===== src/rtl/strobe_sched_pkg.sv =====
// Shared encodings for the strobe scheduler: command opcodes and channel state.
package strobe_sched_pkg;

  typedef enum logic [1:0] {
    OP_LOAD  = 2'd0,
    OP_START = 2'd1,
    OP_STOP  = 2'd2,
    OP_RSVD  = 2'd3
  } cfg_op_e;

  typedef enum logic {
    CH_IDLE = 1'b0,
    CH_RUN  = 1'b1
  } ch_state_e;

endpackage


===== src/rtl/strobe_sched_if.sv =====
// Config/strobe bundle of the strobe scheduler.
// STROBE_SCHED_ACK_EN adds the tick_ack/ovr pair.
interface strobe_sched_if #(
  parameter int NUM_CH = 4,
  parameter int CNT_W  = 16
);
  localparam int CH_W = $clog2(NUM_CH) + 1;

  logic              cfg_valid;
  logic              cfg_ready;
  logic [1:0]        cfg_op;
  logic [CH_W-1:0]   cfg_ch;
  logic [CNT_W-1:0]  cfg_period;
  logic              cfg_oneshot;
  logic              cfg_err;
  logic [NUM_CH-1:0] busy;
  logic [NUM_CH-1:0] tick;
`ifdef STROBE_SCHED_ACK_EN
  logic [NUM_CH-1:0] tick_ack;
  logic [NUM_CH-1:0] ovr;
`endif

  modport master (
`ifdef STROBE_SCHED_ACK_EN
    output tick_ack,
    input  ovr,
`endif
    output cfg_valid, cfg_op, cfg_ch, cfg_period, cfg_oneshot,
    input  cfg_ready, cfg_err, busy, tick
  );

  modport slave (
`ifdef STROBE_SCHED_ACK_EN
    input  tick_ack,
    output ovr,
`endif
    input  cfg_valid, cfg_op, cfg_ch, cfg_period, cfg_oneshot,
    output cfg_ready, cfg_err, busy, tick
  );
endinterface


===== src/rtl/strobe_sched_channel.sv =====
// One strobe channel: period register, down-counter and IDLE/RUN FSM.
// STROBE_SCHED_ACK_EN makes tick sticky until acknowledged and adds overrun.
module strobe_sched_channel
  import strobe_sched_pkg::*;
#(
  parameter int CNT_W = 16
) (
  input  logic             clk,
  input  logic             rst,
  input  logic             base_tick,
  input  logic             load,
  input  logic             start,
  input  logic             stop,
  input  logic             oneshot,
  input  logic [CNT_W-1:0] period_in,
`ifdef STROBE_SCHED_ACK_EN
  input  logic             tick_ack,
  output logic             ovr,
`endif
  output logic             period_zero,
  output logic             busy,
  output logic             tick
);
  ch_state_e        state_reg, state_next;
  logic [CNT_W-1:0] cnt_reg, cnt_next;
  logic [CNT_W-1:0] period_reg, period_next;
  logic             mode_reg, mode_next;
  logic             tick_reg, tick_next;
  logic             fire;
`ifdef STROBE_SCHED_ACK_EN
  logic             ovr_reg, ovr_next;
`endif

  always_ff @(posedge clk) begin
    if (rst) begin
      state_reg  <= CH_IDLE;
      cnt_reg    <= '0;
      period_reg <= '0;
      mode_reg   <= 1'b0;
      tick_reg   <= 1'b0;
`ifdef STROBE_SCHED_ACK_EN
      ovr_reg    <= 1'b0;
`endif
    end else begin
      state_reg  <= state_next;
      cnt_reg    <= cnt_next;
      period_reg <= period_next;
      mode_reg   <= mode_next;
      tick_reg   <= tick_next;
`ifdef STROBE_SCHED_ACK_EN
      ovr_reg    <= ovr_next;
`endif
    end
  end

  always_comb begin
    state_next  = state_reg;
    cnt_next    = cnt_reg;
    mode_next   = mode_reg;
    fire        = 1'b0;
    period_next = load ? period_in : period_reg;
    // A command in the same cycle as an expiry takes precedence over the fire.
    if (stop) begin
      state_next = CH_IDLE;
    end else if (start) begin
      cnt_next   = period_reg;
      mode_next  = oneshot;
      state_next = CH_RUN;
    end else if (state_reg == CH_RUN && base_tick) begin
      if (cnt_reg == CNT_W'(1)) begin
        fire = 1'b1;
        if (mode_reg) state_next = CH_IDLE;
        else          cnt_next   = period_reg;
      end else begin
        cnt_next = cnt_reg - 1'b1;
      end
    end
`ifdef STROBE_SCHED_ACK_EN
    tick_next = fire | (tick_reg & ~tick_ack);
    ovr_next  = stop ? 1'b0 : (ovr_reg | (fire & tick_reg & ~tick_ack));
`else
    tick_next = fire;
`endif
  end

  assign period_zero = (period_reg == '0);
  assign busy        = (state_reg == CH_RUN);
  assign tick        = tick_reg;
`ifdef STROBE_SCHED_ACK_EN
  assign ovr         = ovr_reg;
`endif
endmodule


===== src/rtl/strobe_scheduler.sv =====
// Multi-channel strobe timebase: shared prescaler, command decode, NUM_CH channels.
// STROBE_SCHED_ACK_EN selects acknowledged ticks with overrun flags.
module strobe_scheduler
  import strobe_sched_pkg::*;
#(
  parameter int NUM_CH   = 4,
  parameter int CNT_W    = 16,
  parameter int PRESCALE = 100
) (
  input  logic          clk,
  input  logic          rst,
  strobe_sched_if.slave bus
);
  localparam int CH_W  = $clog2(NUM_CH) + 1;
  localparam int PRE_W = $clog2(PRESCALE);

  logic [PRE_W-1:0]  pre_cnt_reg, pre_cnt_next;
  logic              base_tick;
  logic              rdy_arm_reg, cfg_ready_reg, cfg_err_reg;
  logic              accept, range_bad, start_bad, cmd_bad;
  cfg_op_e           op;
  logic [NUM_CH-1:0] ch_hit, period_zero, load_en, start_en, stop_en;
  logic [NUM_CH-1:0] busy_w, tick_w;
`ifdef STROBE_SCHED_ACK_EN
  logic [NUM_CH-1:0] ovr_w;
`endif

  assign op           = cfg_op_e'(bus.cfg_op);
  assign base_tick    = (pre_cnt_reg == PRE_W'(PRESCALE - 1));
  assign pre_cnt_next = base_tick ? '0 : pre_cnt_reg + 1'b1;
  assign accept       = bus.cfg_valid && cfg_ready_reg;
  assign range_bad    = (bus.cfg_ch >= CH_W'(NUM_CH));
  assign start_bad    = (op == OP_START) && |(ch_hit & period_zero);
  assign cmd_bad      = range_bad || (op == OP_RSVD) || start_bad;

  // Ready comes up two cycles after reset so no command races the reset release.
  always_ff @(posedge clk) begin
    if (rst) begin
      pre_cnt_reg   <= '0;
      rdy_arm_reg   <= 1'b0;
      cfg_ready_reg <= 1'b0;
      cfg_err_reg   <= 1'b0;
    end else begin
      pre_cnt_reg   <= pre_cnt_next;
      rdy_arm_reg   <= 1'b1;
      cfg_ready_reg <= rdy_arm_reg;
      cfg_err_reg   <= accept && cmd_bad;
    end
  end

  for (genvar gi = 0; gi < NUM_CH; gi++) begin : g_ch
    assign ch_hit[gi]   = accept && (bus.cfg_ch == CH_W'(gi));
    assign load_en[gi]  = ch_hit[gi] && !cmd_bad && (op == OP_LOAD);
    assign start_en[gi] = ch_hit[gi] && !cmd_bad && (op == OP_START);
    assign stop_en[gi]  = ch_hit[gi] && !cmd_bad && (op == OP_STOP);

    strobe_sched_channel #(.CNT_W(CNT_W)) u_ch (
      .clk         (clk),
      .rst         (rst),
      .base_tick   (base_tick),
      .load        (load_en[gi]),
      .start       (start_en[gi]),
      .stop        (stop_en[gi]),
      .oneshot     (bus.cfg_oneshot),
      .period_in   (bus.cfg_period),
`ifdef STROBE_SCHED_ACK_EN
      .tick_ack    (bus.tick_ack[gi]),
      .ovr         (ovr_w[gi]),
`endif
      .period_zero (period_zero[gi]),
      .busy        (busy_w[gi]),
      .tick        (tick_w[gi])
    );
  end

  assign bus.cfg_ready = cfg_ready_reg;
  assign bus.cfg_err   = cfg_err_reg;
  assign bus.busy      = busy_w;
  assign bus.tick      = tick_w;
`ifdef STROBE_SCHED_ACK_EN
  assign bus.ovr       = ovr_w;
`endif
endmodule

===== src/flat_wrapper.sv =====
// flat-port wrapper written by rule: the top's interface ports become plain ports
module strobe_scheduler_flat import strobe_sched_pkg::*;
#(
  parameter int NUM_CH   = 4,
  parameter int CNT_W    = 16,
  parameter int PRESCALE = 100
)
  (clk, rst, bus_cfg_valid, bus_cfg_op, bus_cfg_ch, bus_cfg_period, bus_cfg_oneshot, bus_cfg_ready, bus_cfg_err, bus_busy, bus_tick);
  strobe_sched_if #(.NUM_CH(NUM_CH), .CNT_W(CNT_W)) bus_i ();
  input  logic clk;
  input  logic rst;
  input wire logic [$bits(bus_i.cfg_valid)-1:0] bus_cfg_valid;
  input wire logic [$bits(bus_i.cfg_op)-1:0] bus_cfg_op;
  input wire logic [$bits(bus_i.cfg_ch)-1:0] bus_cfg_ch;
  input wire logic [$bits(bus_i.cfg_period)-1:0] bus_cfg_period;
  input wire logic [$bits(bus_i.cfg_oneshot)-1:0] bus_cfg_oneshot;
  output wire logic [$bits(bus_i.cfg_ready)-1:0] bus_cfg_ready;
  output wire logic [$bits(bus_i.cfg_err)-1:0] bus_cfg_err;
  output wire logic [$bits(bus_i.busy)-1:0] bus_busy;
  output wire logic [$bits(bus_i.tick)-1:0] bus_tick;
  assign bus_i.cfg_valid = bus_cfg_valid;
  assign bus_i.cfg_op = bus_cfg_op;
  assign bus_i.cfg_ch = bus_cfg_ch;
  assign bus_i.cfg_period = bus_cfg_period;
  assign bus_i.cfg_oneshot = bus_cfg_oneshot;
  assign bus_cfg_ready = bus_i.cfg_ready;
  assign bus_cfg_err = bus_i.cfg_err;
  assign bus_busy = bus_i.busy;
  assign bus_tick = bus_i.tick;
  strobe_scheduler #(.NUM_CH(NUM_CH), .CNT_W(CNT_W), .PRESCALE(PRESCALE)) u_core (.clk(clk), .rst(rst), .bus(bus_i));
endmodule

===== config.mk =====
export PLATFORM = sky130hd
export DESIGN_NAME = strobe_scheduler_flat
export DESIGN_NICKNAME = d
export VERILOG_FILES = /design/src/rtl/strobe_sched_pkg.sv /design/src/rtl/strobe_sched_if.sv /design/src/rtl/strobe_sched_channel.sv /design/src/rtl/strobe_scheduler.sv /design/src/flat_wrapper.sv
export SDC_FILE = /design/constraint.sdc
export NUM_CORES = 1
export LEC_CHECK = 0
export BUFFER_PORTS_ARGS = -buffer_cell sky130_fd_sc_hd__buf_2
export CAP_MARGIN = 20
export CORE_MARGIN = 2
export CORE_UTILIZATION = 62
export DETAILED_ROUTE_END_ITERATION = 8
export PLACE_DENSITY = 0.89
export SLEW_MARGIN = 20
export SYNTH_ARGS = -nofsm -noshare
export SYNTH_HDL_FRONTEND = slang
export SYNTH_SLANG_ARGS = --single-unit

===== constraint.sdc =====
create_clock -name clk -period 3.02 [get_ports clk]
set_input_delay 0.453 -clock clk [delete_from_list [all_inputs] [get_ports clk]]
set_output_delay 0.453 -clock clk [all_outputs]
set_load 0.01 [all_outputs]

# [After elaboration in Yosys (flattened, before gate mapping)]
# Index checks and enable logic that the tools add are counted.
[classes] bitwise_logic=9 n_mul=0 n_reduce_logical=70 div=0 n_lt_le_gt_ge=1 n_mux=37 n_shift=0 addsub=5 eq_ne=15
[ops] op="$mux 16" count=16
[ops] op="$eq 16x1->1 const B" count=4
[ops] op="$logic_not 16->1" count=4
[ops] op="$sub 16x1->16 const B" count=4
[ops] op="$logic_and 1x1->1" count=27
[ops] op="$reduce_and 3->1" count=8
[ops] op="$reduce_bool 2->1" count=12
[ops] op="$mux 1" count=21
[ops] op="$reduce_or 4->1" count=5
[ops] op="$ne 3x3->1 const B" count=4
[ops] op="$reduce_or 2->1" count=5
[ops] op="$not 1->1" count=8
[ops] op="$reduce_and 2->1" count=4
[ops] op="$add 7x1->7 const B" count=1
[ops] op="$eq 7x7->1 const B" count=1
[ops] op="$eq 3x2->1 const B" count=2
[ops] op="$and 4x4->4" count=1
[ops] op="$eq 2x2->1 const B" count=2
[ops] op="$eq 3x1->1 const B" count=1
[ops] op="$ge 3x3->1 const B" count=1
[ops] op="$logic_not 3->1" count=1
[ops] op="$eq 2x1->1 const B" count=1
[ops] op="$logic_not 2->1" count=1
[ops] op="$logic_or 1x1->1" count=2
[ops] op="$logic_not 1->1" count=1
[totals] memories=0 output_inout_bits=10 regBits=150 latch_bits=0 word_cells=161 inputBits=25 mem_bits_ro=0 mem_bits_rw=0

# [Longest topological paths before layout]
[logic_depth] depth_word=11 mapped_depth=10 depth_no_buf=8

# [Modules after synthesis]
# From an unflattened synthesis, not the netlist that was laid out.
[unflattened] cells_unflattened=923 hier_area_um2=7775.0
[modules_own_cells] mod="strobe_sched_channel" cells_per_inst=216 instances=4 area_each_um2=1820.5
[modules_own_cells] mod="strobe_scheduler" cells_per_inst=59 instances=1 area_each_um2=493.0

# [Worst setup path before layout]
# OpenSTA, ideal clock, no wires.
[synth_timing] path_kind="reg2reg" from="reg u_core.g_ch[3].u_ch.cnt_reg[0]" to="reg u_core.g_ch[3].u_ch.cnt_reg[15]" slack_ns=0.694 stages_incl_launch_ff=9 period_less_slack_ns=2.326 arrival_time_ns=2.196 path_buffers=1 path_cell_list="dfxtp_1 > ha_1 > or4b_1 > nor4_4 > a211oi_2 > or2_1 > buf_6 > nand2_2 > o32ai_1"
[synth_via] elab_chain_len=4 elab_cells_between_ends=7
[synth_rtl] element="from (decl)" line="strobe_sched_channel.sv:25" rtl="logic [CNT_W-1:0] cnt_reg, cnt_next;"
[synth_rtl] element="from (signal assigned)" line="strobe_sched_channel.sv:46" rtl="cnt_reg <= cnt_next;"
[synth_rtl] element="$sub 16x1->16 or $eq 16x1->1 (tied branches)" line="strobe_sched_channel.sv:75, strobe_sched_channel.sv:70"
[synth_rtl] element="$mux 16" line="strobe_sched_channel.sv:70" rtl="if (cnt_reg == CNT_W'(1)) begin"
[synth_rtl] element="$mux 16" line="strobe_sched_channel.sv:69" rtl="end else if (state_reg == CH_RUN && base_tick) begin"
[synth_rtl] element="$mux 16" line="strobe_sched_channel.sv:65" rtl="end else if (start) begin"
# Several ways; a longest one is shown, not always the timed one. The select of a mux whose other input is x is not followed.
# A chain may end at the register's enable or synchronous reset.

# [Worst setup path in the final report]
[layout_timing] from="reg u_core.g_ch[3].u_ch.cnt_reg[6]" to="reg u_core.g_ch[3].u_ch.cnt_reg[6]"
# The elaborated chain is that of the path after synthesis.

==> results by stage <==
Outcome:
- The run finished with clean final reports.

Finish:
- The antenna cell count is 0.
- The final layout contains about 1100 nets.
- Leaving out fill and tap cells, the most frequent cells in the layout are nand2_1 (193), dfxtp_1 (150), a21oi_1 (123).
- In the final layout, the share of cells above drive strength 1 is a little under an eighth.
- The most common cell after layout, fill and taps aside is nand2_1.
- After filler insertion, the fill cell instance count of the layout stands at 1034.
- From synthesis to final layout, the design area changed by 11.2%.
- The number of non-filler instances in the completed layout is about 1200.

Clocking:
- After clock tree synthesis, the clock-pin slew on the worst setup and hold paths is 0.06 ns.
- TritonCTS built the clock tree.
- The clock buffer count from CTS is 17.
- In this run the post-CTS setup repair buffer count came out at 0.
- The post-cts sizing count is 0.
- The number of clock sinks is 150.
- The H-tree was split into 4 levels.
- For the worst-skew pair, the clock arrives at the later sink with an insertion delay of approximately 0.44 ns.
- The root buffer cell chosen for the clock tree is clkbuf_16.
- Buffers inserted to repair hold after CTS numbered 0.
- The clock passes through at most 2 buffers.

Timing:
- Setup repair after global routing left no endpoint under its margin.
- Counting I/O delays and the setup requirement, the final critical path takes 2.66 ns.
- The final number of max-transition violations is 0.
- The worst hold slack is 0.325 ns.
- The final number of hold-violating endpoints came to 0.
- At the pin with the least slew margin, the transition time is roughly 1.1 ns.
- The final clock period utilization by the worst path is 88.0%.
- Setup violations remaining at the end of the flow were counted as 0.
- The final worst slack is between 0.3 and 0.4 ns.
- The clock skew after layout is 0.00607 ns.
- Setup total negative slack on the finished layout was measured at 0 ns.
- Static timing analysis puts the maximum clock frequency at 0.376 GHz.
- The worst slew margin relative to its limit is 23.9%.

Yosys:
- The flip-flop cell with the highest count after synthesis is dfxtp_1.
- The count of flip-flops with a built-in enable after synthesis is 0.
- The post-synthesis share of cell area spent on xor and xnor gates is 0.560%.
- The sequential-to-total area share from yosys stat is about two fifths.
- The count of distinct cell types in the synthesized netlist is 77.
- After synthesis, the mean cell area works out to 7.68 sq um.
- The share of the synthesized area in compound gates (AO/OA/AOI/OAI) is 22.9%.
- Counting flops and latches in the post-synthesis netlist gives 150.
- In the synthesized netlist, the number of instances is 1019.
- The post-synthesis share of cell area spent on full adders, half adders and majority gates is 1.44%.
- The number of synthesis warnings is 0.
- Synthesis produced a netlist with a net count of 1053.
- The share of synthesized area spent on multiplexers is 0.943%.
- The cell area after synthesis is just under 8000 sq um.
- After synthesis, the largest family of logic cells by area is simple AND/OR/NAND/NOR gates.
- The share of async-settable or async-resettable flops after synthesis is 0%.
- Summing the areas of all and, or, nand and nor instances in the mapped netlist gives 30.6% of the synthesized area.

Worst hold path:
- In this run the most critical hold path is launched from bus_cfg_period[15].
- The worst hold path belongs to the class in2reg.
- The worst hold path passes through 3 cells.
- The path with the worst hold slack has its endpoint at u_core.g_ch[0].u_ch.period_reg[15].

Pwr:
- The peak supply drop is 0.000411 V.
- In this run the power density over the cells is roughly 500 nW/um^2.
- The leakage dissipation is 3.18 nW.

Global route:
- The first-pass GRT wire length is 37400 microns.
- The number of global-route vias before repair is 7448.
- Entering global routing, the biggest net connects 56 pins.
- Global routing used 35.3% of the available tracks across all layers.
- Summed over all layers, the global routing overflow is 0.
- The number of antenna violations at the first check in global routing was 0.

Critical path:
- The kind of capture point of the worst setup path is a flip-flop.
- The type of the worst setup path is reg2reg.
- The register-to-register setup slack is 0.36 ns.
- The maximum fanout along the worst path is 14.
- The number of cells on the worst reg-to-reg path is 7.
- For the worst setup path, the data arrival time is 2.96 ns.
- The worst setup path is launched from a flip-flop.
- STA puts the critical path data required time at ~3.3 ns.
- The start of the worst register-to-register path is u_core.g_ch[3].u_ch.cnt_reg[6].
- The worst flop-to-flop path endpoint is u_core.g_ch[3].u_ch.cnt_reg[6].

Die:
- 35 I/O pins were placed.
- The die is roughly 120 microns tall.
- The die footprint is ~14000 sq um.
- For this configuration, the core starts out at a cell density of between 60% and 70%.
- In this run the standard cell core region covers ~12000 sq um.
- The width of the die is 116 microns.
- The number of placement rows is 41.

Place:
- The pre-CTS worst setup slack is slightly above 0.4 ns.
- The estimated wirelength of the detail-placed design is 16100 microns.
- During placement, the flow inserted port buffers numbering 34.
- The instance count after placement with tap cells included is 1191.
- The final weighted congestion of routability-driven global placement is 1.00.

Route:
- The detailed router's first-iteration violation count is 1030.
- After detailed routing, the number of remaining DRC violations is 0.
- After detailed routing, the number of vias per cell comes to 6.72.
- The vias after detailed routing is 8208.
- The remaining antenna violation count after routing is 0.
- The mean routed wirelength per cell is 19.1 microns.
- Wires add up to approximately 23000 microns.
- The iteration count of the initial detailed-routing pass is 8.

Flow run:
- The max-cap violation count is 0.
-- final cells by class --
class	count	area, sq um	area share (%)
clock buffers	22	484	5.57
multi-input cells	781	4420	50.8
inverters	26	97.6	1.12
repair buffers	62	383	4.40
flip-flops and latches	150	3000	34.5
well taps	172	215	2.47
clock inverters	8	98.8	1.14
-- critical path, cell delays in order (launching register included) --
cell and delay, ns:
dfxtp_1 0.38, or4_1 0.72, nor4_4 0.57, a21o_1 0.30, buf_4 0.24, a21oi_1 0.06
o21ai_1 0.18, a21oi_2 0.07
-- Yosys cell counts, drive strengths merged (3+ instances only) --
cell / instances / area, sq um
o311ai: 3 / 26.3
a31o: 3 / 26.3
o22ai: 6 / 37.5
a21boi: 4 / 30.0
o31ai: 5 / 37.5
or4: 12 / 93.8
mux2: 3 / 33.8
and2: 9 / 56.3
nor3: 47 / 252
xnor2: 3 / 26.3
mux2i: 4 / 40.0
nand4b: 6 / 52.6
nand4: 18 / 113
ha: 9 / 113
nor3b: 5 / 42.5
nor2b: 3 / 18.8
o31a: 3 / 26.3
a32oi: 9 / 78.8
a211oi: 8 / 70.1
a31oi: 16 / 100
clkbuf: 40 / 150
and3: 13 / 81.3
nor2: 57 / 221
nand2b: 5 / 31.3
nand3: 32 / 160
dfxtp: 150 / 3000
or2: 4 / 25.0
nand2: 194 / 731
nand3b: 3 / 22.5
nor4: 43 / 290
or3: 10 / 62.6
o211ai: 15 / 118
and4: 5 / 43.8
a21o: 9 / 67.6
o21ai: 45 / 240
buf: 22 / 158
o32ai: 11 / 96.3
inv: 25 / 93.8
a21oi: 130 / 677
nor4b: 7 / 67.6
-- metal layers --
metal	GRT usage, %	wire length [microns]	vias to the layer above
li1	-	-	3784
met1	48.1	9420	3785
met2	54.6	10500	530
met3	8.30	2580	109
met4	13.7	819	0
met5	0	0	-
-- worst max path at each step --
stage	from	endpoint	cells past startpoint
2_1_floorplan	u_core.g_ch[3].u_ch.cnt_reg[0]	u_core.g_ch[3].u_ch.cnt_reg[15]	8
3_3_place_gp	u_core.g_ch[3].u_ch.cnt_reg[0]	u_core.g_ch[3].u_ch.cnt_reg[10]	8
3_5_place_dp	u_core.g_ch[3].u_ch.cnt_reg[0]	u_core.g_ch[3].u_ch.cnt_reg[7]	8
4_1_cts	u_core.g_ch[3].u_ch.cnt_reg[0]	u_core.g_ch[3].u_ch.cnt_reg[8]	8
5_1_grt	u_core.g_ch[3].u_ch.cnt_reg[0]	u_core.g_ch[3].u_ch.cnt_reg[8]	8
6_report	u_core.g_ch[3].u_ch.cnt_reg[6]	u_core.g_ch[3].u_ch.cnt_reg[6]	7
-- power by group --
group / internal [W] / switching (W)
Combinational: 0.0000318 / 0.0000945
Clock: 0.00129 / 0.000823
Sequential: 0.00199 / 0.00000616
Total: 0.00331 / 0.000924
-- kinds of logic (layout without fill, tap and decap cells) --
kind of cell,count (synthesis),in the layout
adders and majority gates,9,9
AOI/OAI and AO/OA,284,284
DFF,150,150
and+or+nand+nor,476,476
xor gates and xnor gates,5,5
muxes,7,7
buffers and inverters,88,118
-- through the flow --
stage	total power, W	util, %	area, sq um
finish	0.00423	69.8	8700
global route	0.00432	69.8	8700
CTS	0.00423	69.8	8700
detailed placement	0.00216	65.1	8120
global placement	0.00215	65.1	8120
floorplan	0.00209	-	7830
(Power assumes the default switching activity.)
